### config.mk
export PLATFORM = sky130hd
export DESIGN_NAME = seq_alu
export DESIGN_NICKNAME = d
export VERILOG_FILES = /design/src/rtl/seq_alu.sv
export SDC_FILE = /design/constraint.sdc
export NUM_CORES = 1
export LEC_CHECK = 0
export ABC_AREA = 1
export CAP_MARGIN = 20
export CELL_PAD_IN_SITES_DETAIL_PLACEMENT = 0
export CELL_PAD_IN_SITES_GLOBAL_PLACEMENT = 2
export CORE_MARGIN = 2
export CORE_UTILIZATION = 31
export CTS_CLUSTER_DIAMETER = 80
export DETAILED_ROUTE_END_ITERATION = 6
export HOLD_SLACK_MARGIN = 0.12
export PLACE_DENSITY = 0.88
export SYNTH_ARGS = -nofsm -noshare
export SYNTH_HDL_FRONTEND = slang
export SYNTH_SLANG_ARGS = --single-unit
### constraint.sdc
create_clock -name clk -period 1.88 [get_ports clk]
set_input_delay 0.282 -clock clk [delete_from_list [all_inputs] [get_ports clk]]
set_output_delay 0.282 -clock clk [all_outputs]
set_load 0.01 [all_outputs]
### src/rtl/seq_alu.sv
// ============================================================================
//  Module   : seq_alu
//  Purpose  : Multi-cycle ALU execute stage. Logic, add/sub and compare ops
//             finish in one cycle. Shifts move one bit position per cycle,
//             and a start/ready/done handshake covers the variable latency.
//  Ports    : clk, rst_n (async, active low)
//             start, alu_control[3:0], op_a, op_b   - request
//             ready (IDLE only), done (1-cycle pulse) - handshake
//             result, zero, err                      - registered outputs
//  Config   : define SEQ_ALU_FAST_SHIFT_EN to replace the iterative shifter
//             with a single-cycle barrel shifter. Results are identical.
//  Revision : 1.0 - initial release
// ============================================================================
`default_nettype none

module seq_alu #(
  parameter int WIDTH = 32,
  parameter int SHW   = 5
) (
  input  logic             clk,
  input  logic             rst_n,
  input  logic             start,
  input  logic [3:0]       alu_control,
  input  logic [WIDTH-1:0] op_a,
  input  logic [WIDTH-1:0] op_b,
  output logic             ready,
  output logic             done,
  output logic [WIDTH-1:0] result,
  output logic             zero,
  output logic             err
);

  localparam logic [3:0] c_OP_AND  = 4'b0000;
  localparam logic [3:0] c_OP_OR   = 4'b0001;
  localparam logic [3:0] c_OP_ADD  = 4'b0010;
  localparam logic [3:0] c_OP_SUB  = 4'b0011;
  localparam logic [3:0] c_OP_XOR  = 4'b0100;
  localparam logic [3:0] c_OP_SLL  = 4'b0101;
  localparam logic [3:0] c_OP_SRL  = 4'b0110;
  localparam logic [3:0] c_OP_SRA  = 4'b0111;
  localparam logic [3:0] c_OP_SLT  = 4'b1000;
  localparam logic [3:0] c_OP_SLTU = 4'b1001;

  typedef enum logic [1:0] {
    S_IDLE  = 2'd0,
    S_SHIFT = 2'd1,
    S_DONE  = 2'd2
  } state_t;

  state_t           r_state;
  state_t           w_next;
  logic [WIDTH-1:0] r_result;
  logic             r_zero;
  logic             r_err;

  logic [WIDTH-1:0] w_res;
  logic             w_illegal;
  logic             w_long_shift;
  logic             w_accept;
  logic [SHW-1:0]   w_shamt;

  assign w_shamt  = op_b[SHW-1:0];
  assign w_accept = start && (r_state == S_IDLE);

  // Single-cycle datapath. In the iterative build a shift only lands here
  // when its amount is zero, so the result is simply op_a.
  always_comb begin
    w_res     = '0;
    w_illegal = 1'b0;
    case (alu_control)
      c_OP_AND:  w_res = op_a & op_b;
      c_OP_OR:   w_res = op_a | op_b;
      c_OP_ADD:  w_res = op_a + op_b;
      c_OP_SUB:  w_res = op_a - op_b;
      c_OP_XOR:  w_res = op_a ^ op_b;
`ifdef SEQ_ALU_FAST_SHIFT_EN
      c_OP_SLL:  w_res = op_a << w_shamt;
      c_OP_SRL:  w_res = op_a >> w_shamt;
      c_OP_SRA:  w_res = WIDTH'($signed(op_a) >>> w_shamt);
`else
      c_OP_SLL,
      c_OP_SRL,
      c_OP_SRA:  w_res = op_a;
`endif
      c_OP_SLT:  w_res = {{(WIDTH-1){1'b0}}, ($signed(op_a) < $signed(op_b))};
      c_OP_SLTU: w_res = {{(WIDTH-1){1'b0}}, (op_a < op_b)};
      default:   w_illegal = 1'b1;
    endcase
  end

`ifdef SEQ_ALU_FAST_SHIFT_EN
  assign w_long_shift = 1'b0;
`else
  logic [WIDTH-1:0] r_acc;
  logic [SHW-1:0]   r_cnt;
  logic [1:0]       r_kind;   // alu_control[1:0]: 01 SLL, 10 SRL, 11 SRA
  logic [WIDTH-1:0] w_step;

  assign w_long_shift = (alu_control == c_OP_SLL || alu_control == c_OP_SRL ||
                         alu_control == c_OP_SRA) && (w_shamt != '0);

  always_comb begin
    w_step = r_acc;
    case (r_kind)
      2'b01:   w_step = {r_acc[WIDTH-2:0], 1'b0};
      2'b10:   w_step = {1'b0, r_acc[WIDTH-1:1]};
      2'b11:   w_step = {r_acc[WIDTH-1], r_acc[WIDTH-1:1]};
      default: w_step = r_acc;
    endcase
  end
`endif

  // State register
  always_ff @(posedge clk or negedge rst_n) begin
    if (!rst_n) r_state <= S_IDLE;
    else        r_state <= w_next;
  end

  // Next-state logic
  always_comb begin
    w_next = r_state;
    case (r_state)
      S_IDLE: begin
        if (w_accept) w_next = w_long_shift ? S_SHIFT : S_DONE;
      end
`ifndef SEQ_ALU_FAST_SHIFT_EN
      S_SHIFT: begin
        if (r_cnt == SHW'(1)) w_next = S_DONE;
      end
`endif
      S_DONE:  w_next = S_IDLE;
      default: w_next = S_IDLE;
    endcase
  end

  // Datapath registers: result/zero/err change only when a result is written.
  always_ff @(posedge clk or negedge rst_n) begin
    if (!rst_n) begin
      r_result <= '0;
      r_zero   <= 1'b1;
      r_err    <= 1'b0;
`ifndef SEQ_ALU_FAST_SHIFT_EN
      r_acc    <= '0;
      r_cnt    <= '0;
      r_kind   <= 2'b00;
`endif
    end else if (w_accept) begin
      if (!w_long_shift) begin
        r_result <= w_res;
        r_zero   <= (w_res == '0);
        r_err    <= w_illegal;
      end
`ifndef SEQ_ALU_FAST_SHIFT_EN
      r_acc  <= op_a;
      r_cnt  <= w_shamt;
      r_kind <= alu_control[1:0];
`endif
    end
`ifndef SEQ_ALU_FAST_SHIFT_EN
    else if (r_state == S_SHIFT) begin
      r_acc <= w_step;
      r_cnt <= r_cnt - SHW'(1);
      if (r_cnt == SHW'(1)) begin
        r_result <= w_step;
        r_zero   <= (w_step == '0);
        r_err    <= 1'b0;
      end
    end
`endif
  end

  assign ready  = (r_state == S_IDLE);
  assign done   = (r_state == S_DONE);
  assign result = r_result;
  assign zero   = r_zero;
  assign err    = r_err;

endmodule

`default_nettype wire
==> results of run 1 <==
==> where the power goes <==
part / switching, W / leakage, nW / internal (W) / total [W]
clock network: 0.000696 / 0.168 / 0.00136 / 0.00206
registers: 0.000573 / 0.912 / 0.00241 / 0.00299
logic: 0.00594 / 9.24 / 0.00497 / 0.0109
total: 0.00721 / 10.3 / 0.00874 / 0.0159
==> worst max path at each step <==
stage	to	slack [ps]
after global routing	zero	-600
after global placement	zero	-1520
after detailed placement	zero	-1510
after floorplan	zero	-160
final	zero	-450
after CTS	zero	-270
==> stage by stage <==
stage               power, W  setup WS [ps]
floorplan            0.00744           -161
global placement      0.0118          -1520
detailed placement    0.0119          -1510
CTS                   0.0151           -267
global route          0.0171           -598
finish                0.0159           -448
==> worst max-delay path, cell delays in order <==
cell,delay [ps]
buf_8,100
buf_6,110
ha_4,170
fa_2,360
inv_2,110
nand2_2,80
nand3_4,100
nand2_4,60
nand2_4,90
buf_6,110
nand3_4,60
nand3_2,80
nand2_2,70
nand3_2,60
nand3_2,90
nor2_2,170
nand3_1,100
nor2_1,180
nand2_1,90
a21oi_2,130
==> routing by layer <==
metal  vias to the layer above  GRT usage  wire length (um)
li1                       7161          -                 -
met1                      7230      0.363             22200
met2                       636      0.496             25400
met3                       185     0.0293              3270
met4                         0      0.174              4070
met5                         -          0                 0
==> final cells by class <==
class / instances / share of cell area
Sequential cell: 75 / 0.0921
Multi-Input combinational cell: 1352 / 0.501
Clock buffer: 11 / 0.0124
Clock inverter: 4 / 0.00479
Tap cell: 455 / 0.0279
Inverter: 354 / 0.0701
Timing Repair Buffer: 681 / 0.291
==> sequential cells by signal, summed over array words and instances, names as in the netlist <==
signal	cells
result	32
r_acc	32
r_kind	2
r_cnt	5
r_state	2
zero	1
err	1
==> layout by cell type, fill, tap and decap left out, drive strengths merged, types with 21 or more instances in the layout <==
cell,instances
buf,629
nor3,21
o221ai,41
a221oi,21
clkdlybuf4s50,36
o21ai,51
ha,110
nand3,142
inv,350
dfrtp,74
nor2,190
a21oi,101
nand2,565
o22ai,48
==> logic make-up (layout without fill, tap and decap cells) <==
logic type      count (synthesis)  count (layout)  synth area share
simple gates                  948             948             0.363
buf+inv                       425            1050             0.156
compound gates                288             288             0.169
fa+ha+maj                     112             112             0.132
flops                          75              75             0.176
xor+xnor                        4               4           0.00328
==> timing repair <==
| item | CTS | global route |
|---|---|---|
| hold buffers | 1 | 0 |
| pin swaps | 265 | 194 |
| endpoints found under the setup margin | 57 | 50 |
| gates resized for setup | 915 | 346 |
| cloned | 0 | 2 |
| buffers inserted | 113 | 45 |
| endpoints found under the hold margin | 35 | 0 |
==> reports/qor.yml, run 1 <==
finalInstanceArea_um2: 20400
period_needed_ps: 2330
ir_worst_vdd_uv: 669
io_pins: 107
yosysMostFrequentCell: "nand2_1"
reg2reg_to: "zero"
tns_ps: -2430
routabilityCongestion: 1.01
synth_top_area_frac: 0.198
hold_depth: 4
grt_first_pass_wirelength_um: 82500
ys_ff_latch: 75
dieArea_um2: 36000
dp_hpwl_um: 41000
status: "complete, but fails checks"
finalMaxSlewViolations: 0
violations: "setup timing"
hold_viol: 0
ys_types: 45
rsz0062_at_grt: "yes"
yosysWarnings: 0
syn_area_per_cell_um2: 5.77
synth_commonest_cells: "563 x nand2_1, 348 x inv_1, 180 x nor2_1, 141 x nand3_1, 110 x ha_1"
cts_sinks: 75
antenna_found_initial: 0
track_usage: 0.294
first_global_vias: 15313
diodes: 0
end_kind: "flip-flop"
fmax_mhz: 429
grt_start_max_net_pins: 77
min_path_type: "input port to flip-flop"
num_vias: 15212
required_ps: 2140
worstPathMaxFanout: 4
syn_inst: 1852
worstHoldEndpoint: "r_cnt[3]"
gr-total-overflow: 0
totalWireLength_um: 55000
numCtsBuffers: 9
cts-htree-levels: 3
critPathKind: "input port to flip-flop"
relSlewSlack: 0.637
leakagePower_nw: 10.3
drt.antenna.violating_nets: 0
ff2ff_path_depth: 11
die_w_um: 190
tightest_slew_ps: 544
max-cap-violations: 0
ff2ff_setup_slack_ps: -170
drt_iter0_drc: 1023
drc: 0
synth-edff-count: 0
synth_nets: 2035
syn_area_um2: 10700
path_clk_slew_ps: 60
place_area_um2: 15700
fin_ws_ps: -448
rows: 68
start_kind: "input port"
worstSetupStartpoint: "op_b[0]"
die_h_um: 190
finalNonFillerCells: 2932
finClkSkew_ps: 9.88
syn_to_final_growth_pct: 90.7
insertion_delay_ps: 340
multi_input_area_um2: 10200
min_from: "op_b[3]"
synthArstFlopShare: 1.00
synth_area_leaders: "nand2_1 20%, dfrtp_1 17%, ha_1 13%"
postLayoutCoreUtil: 0.595
synth_area_leader_cell: "nand2_1"
numPortBuffers: 106
r2r_start: "r_kind[1]"
finalCritPeriodShare: 1.24
dp_cells: 2776
final.hold.worst_slack_ps: 360
root_buffer: "clkbuf_16"
cts_tree: "yes"
fin_nets: 2656
p_per_area_nw_per_um2: 782
synth_ff_type: "dfrtp_1"
yosysSeqAreaShare: 0.176
wl_per_cell_um: 18.7
core-area_um2: 34300
drt_pass1_iterations: 6
worstPathArrival_ps: 2590
viasPerCell: 5.19
layout-drive-gt1-share: 0.540
fillers: 3072
regArea_um2: 1880
initial_core_util: 0.312
cts_buffer_depth: 2
setup_violations: 20
Note: power is estimated with default switching activity, not from simulation.
==> inputs of run 2 (changes only) <==
Settings changed: ABC_CLOCK_PERIOD_IN_PS set to 1880, REMOVE_ABC_BUFFERS set to 1.
==> reports/qor.yml, run 2 (synthesis results as in run 1) <==
syn_to_final_growth_pct: 80.5
cts_buffer_depth: 2
die_w_um: 190
grt_start_max_net_pins: 77
dp_cells: 2717
postLayoutCoreUtil: 0.563
insertion_delay_ps: 350
period_needed_ps: 2120
drt_iter0_drc: 1130
final.hold.worst_slack_ps: 224
swShare: 0.460
cts_sinks: 75
reg2reg_to: "zero"
path_clk_slew_ps: 60
routabilityCongestion: 0.987
num_vias: 14505
cts-htree-levels: 3
relSlewSlack: 0.660
initial_core_util: 0.312
ff2ff_setup_slack_ps: -120
r2r_start: "r_kind[0]"
leakagePower_nw: 9.73
finalNonFillerCells: 2838
antenna_found_initial: 0
grt_first_pass_wirelength_um: 79100
diodes: 0
drc: 0
end_kind: "flip-flop"
dp_hpwl_um: 39100
required_ps: 2160
cp.depth: 18
p_per_area_nw_per_um2: 796
seq_power_share: 0.193
p_switching_w: 0.00707
cts_tree: "yes"
finalMaxSlewViolations: 0
totalWireLength_um: 51900
viasPerCell: 5.11
critPathKind: "input port to flip-flop"
numCtsBuffers: 9
finalInstanceArea_um2: 19300
ff2ff_path_depth: 10
worstPathArrival_ps: 2410
gr-total-overflow: 0
tightest_slew_ps: 511
root_buffer: "clkbuf_16"
max_stage_delay_ps: 360
layout-drive-gt1-share: 0.517
start_kind: "input port"
cp-endpoint: "zero"
max-cap-violations: 0
worstPathMaxFanout: 4
finClkSkew_ps: 8.01
dieArea_um2: 36000
layout_common_cells: "399 x buf_4, 346 x nand2_1, 224 x inv_1"
fin_ws_ps: -244
die_h_um: 190
worstSetupStartpoint: "op_a[0]"
crit_chain: "buf_12 > inv_6 > ha_4 > fa_2 > inv_2 > nand3_2 > nand3_4 > nand2_2 > nand2_2 > xor2_1 > nor2_1 > nor2_1 > nand2_1 > nor2_2 > nand3_2 > nor2_2 > nand2_1 > a21oi_2"
drt_pass1_iterations: 5
path_delay_family: "simple AND/OR/NAND/NOR gates"
fin_nets: 2561
status: "complete, but fails checks"
drt.antenna.violating_nets: 0
final_common_cell: "buf_4"
rsz0062_at_grt: "yes"
intPower_w: 0.00829
numPortBuffers: 106
rows: 68
clkPwrFrac: 0.134
violations: "setup timing"
finalCritPeriodShare: 1.13
fmax_mhz: 471
first_global_vias: 14644
setup_violations: 13
core-area_um2: 34300
wl_per_cell_um: 18.3
min_path_type: "input port to flip-flop"
io_pins: 107
ir_worst_vdd_uv: 785
track_usage: 0.284
cp.buffers_inverters: 3
dp_slack_ps: -1460
place_area_um2: 14900
hold_viol: 0
power_frac_comb: 0.673
cpMaxStageDelayCell: "fa_2"
run 2: cell types whose count changed in the layout (fill, tap and decap cells not counted), sizes merged:
| cell | before | now |
|---|---|---|
| clkdlybuf4s50 | 36 | 37 |
| clkbuf | 16 | 11 |
| inv | 350 | 352 |
| clkdlybuf4s15 | 5 | 10 |
| buf | 629 | 535 |
| dlymetal6s2s | 1 | 0 |
| dlygate4sd2 | 4 | 2 |
run 2: worst min path at each step:
stage / from / end / slack, ps / cells past startpoint
finish: op_b[0] / r_cnt[0] / 220 / 3
global route: op_b[0] / r_cnt[0] / 230 / 3
CTS: op_b[0] / r_cnt[0] / 220 / 3
detailed placement: rst_n / r_acc[25] / 210 / 1
global placement: rst_n / result[25] / 210 / 1
floorplan: rst_n / err / -10 / 0
run 2: layout make-up:
cell class,instances,area [um^2]
Tap cell,455,569
Timing Repair Buffer,586,5050
Clock buffer,10,229
Clock inverter,6,114
Multi-Input combinational cell,1352,10100
Fill cell,3260,15000
Inverter,354,1410
Sequential cell,75,1880
run 2: worst min-delay path: cells and delay by family:
kind | cells | cell delay [ps]
buffers and inverters | 1 | 110
AOI/OAI and AO/OA | 1 | 90
and+or+nand+nor | 1 | 60
run 2: stage by stage:
stage	total power, W	TNS [ps]
2_1_floorplan	0.00711	-139180
3_3_place_gp	0.0114	-41360
3_5_place_dp	0.0115	-43250
4_1_cts	0.0147	-379
5_1_grt	0.0164	-2560
6_report	0.0154	-996
run 2: power groups by stage:
stage | logic [W] | registers (W) | clock network [W]
after floorplan | 0.00406 | 0.00305 | 0
after global placement | 0.00840 | 0.00297 | 0
after detailed placement | 0.00849 | 0.00298 | 0
after CTS | 0.00972 | 0.00297 | 0.00206
after global routing | 0.0111 | 0.00307 | 0.00215
final | 0.0103 | 0.00297 | 0.00206
run 2: what timing repair did:
item | 4_1_cts | 5_1_grt
cloned | 2 | 0
resized for setup | 1031 | 235
hold buffers | 1 | 0
pin swaps | 276 | 150
buffers inserted | 90 | 20
setup endpoints to repair | 62 | 59
endpoints found under the hold margin | 22 | 0
run 2: layer usage:
layer / share of wire / vias up / track usage
met2: 0.47 / 541 / 0.477
met1: 0.42 / 6845 / 0.346
met4: 0.069 / 0 / 0.172
met5: 0 / - / 0
met3: 0.050 / 133 / 0.0369
li1: - / 6986 / -
==> patch, RTL diff (settings of run 1) <==
Reset style: synchronous (`rst_n`), changed in 2 clocked blocks. Comments in the files are not updated.
--- a/src/rtl/seq_alu.sv
+++ b/src/rtl/seq_alu.sv
@@ -111,7 +111,7 @@
 `endif
 
   // State register
-  always_ff @(posedge clk or negedge rst_n) begin
+  always_ff @(posedge clk) begin
     if (!rst_n) r_state <= S_IDLE;
     else        r_state <= w_next;
   end
@@ -134,7 +134,7 @@
   end
 
   // Datapath registers: result/zero/err change only when a result is written.
-  always_ff @(posedge clk or negedge rst_n) begin
+  always_ff @(posedge clk) begin
     if (!rst_n) begin
       r_result <= '0;
       r_zero   <= 1'b1;
Formal check against the unedited RTL: differs if rst_n is asserted again (counterexample within 4 cycles, from zero or initial values and one cycle with rst_n low); with rst_n held inactive, the same outputs for 10 cycles.
==> patch against run 1 <==
The run still ends with negative setup slack left; critical endpoint is now zero$_SDFFE_PN1P_; worst hold slack got worse by 0.14 ns; final cell count grew 1.4%; routed wire length fell by 0.85%; worst setup slack better by 0.067 ns; die area fell by 0.37%; final area down 2.7%; first-iteration DRC count grew 47%; non-clock buffer count down 19; synthesized area decreased by 0.37%; total power is 39% lower; critical path depth increased by 2; sequential cell count did not move.
==> patch: results (changes against run 1) <==
total global-route track usage 29.1% (-0.30 points); Int Power 5.45 mW (-38%); Unique masters post-synth 43 (-4.4%); Main synth FF type dfxtp_1; largest clock skew in the final design 0.0133 ns (+0.00345 ns); final setup violation count 13 (-35%); largest net degree at the start of global routing 51 (-34%); vias after detailed routing 15,200 (-0.18%); detailed router's first-iteration violation count 1,505 (+47%); violated checks negative setup slack; top cells by area in the synthesized netlist nand2_1 (22%), dfxtp_1 (14%), ha_1 (13%); Comb power frac 62.9% (-5.5 points); commonest cells in the synthesized netlist nand2_1 (620), inv_1 (329), nor2_1 (153); final setup margin -0.381 ns (+0.0674 ns); DR pass1 iterations 5 (-1); run status finished with violations; GPL Wtd Cong 1.02 (+1.7%); slew margin rel. 64.3% (+0.61 points); setup bufs post-CTS 89 (-21%); number of nets in the layout 2,702 (+1.7%); critical path's slowest cell ha_4; FFs w/ async S/R, synth 0% (-100 points); insertion delay of the later-clocked pin in the worst-skew pair 0.36 ns (+0.02 ns); Setup TNS Final -2.25 ns (+0.183 ns); number of gates given a new drive strength after cts 756 (-17%); WP data arrival 2.56 ns (-0.03 ns); Post-Synthesis Net Count 2,107 (+3.5%); share of layout cells above drive strength 1 51.5% (-2.5 points); met1 wire length 23,600 um (+6.5%); critical path's largest stage delay 0.23 ns (-0.13 ns); leakage power 9.79 nW (-5.1%); Peak VDD IR 0.379 mV (-43%); final wirelength 54,500 um (-0.85%); slack of the worst reg-to-reg path -0.24 ns (-0.07 ns); DP Wirelength 41,600 um (+1.3%)
patch: changes by cell type in the layout (fill, tap and decap cells not counted), moves of 24 or more:
cell and delta:
dfxtp_1 +75, dfrtp_1 -74, o21ai_0 +26, nand2_2 -30, o221ai_1 -26, inv_1 -26, nor2_1 -24, nand2_1 +90
a31oi_1 +34
patch: cell type report:
cell class                      count  area, um^2
Fill cell                        3129       13800
Timing Repair Buffer              662        5710
Inverter                          342        1380
Clock buffer                       10         239
Clock inverter                      6        47.5
Tap cell                          448         561
Multi-Input combinational cell   1429       10400
Sequential cell                    75        1500
patch: layer usage:
metal  global-route usage, %  vias to the layer above
li1                        -                     7343
met5                       0                        -
met4                    9.93                        0
met2                    47.8                      606
met3                    3.73                      122
met1                    39.2                     7114
patch: cells by family (layout without fill, tap and decap cells):
kind of cell    Yosys count  after routing  share of synthesized area (%)
xor+xnor                  4              4                          0.329
flops                    75             75                           14.1
compound gates          326            326                           18.0
fa+ha+maj               112            112                           13.3
simple gates            987            987                           38.2
buf+inv                 420           1020                           16.0
patch: path summary, 6_finish.rpt:
check | cells past startpoint | to | startpoint
max | 22 | zero$_SDFFE_PN1P_ | op_b[3]
min | 3 | r_cnt[0]$_SDFFE_PN0P_ | op_b[0]
max reg2reg | 12 | zero$_SDFFE_PN1P_ | r_kind[1]$_SDFFE_PN0P_
min reg2reg | 2 | result[26]$_SDFFE_PN0P_ | result[26]$_SDFFE_PN0P_
patch: through the flow:
stage	cells	setup WS, ns	power (mW)
floorplan	1924	-0.139	4.01
CTS	2936	-0.373	8.89
detailed placement	2837	-1.47	6.29
global route	2972	-0.551	10.2
finish	2972	-0.381	9.68
global placement	2837	-1.54	6.26
patch: tightest hold or removal path, cell delays in order:
cell     delay [ns]
buf_6          0.11
nand2_1        0.06
a31oi_1        0.07
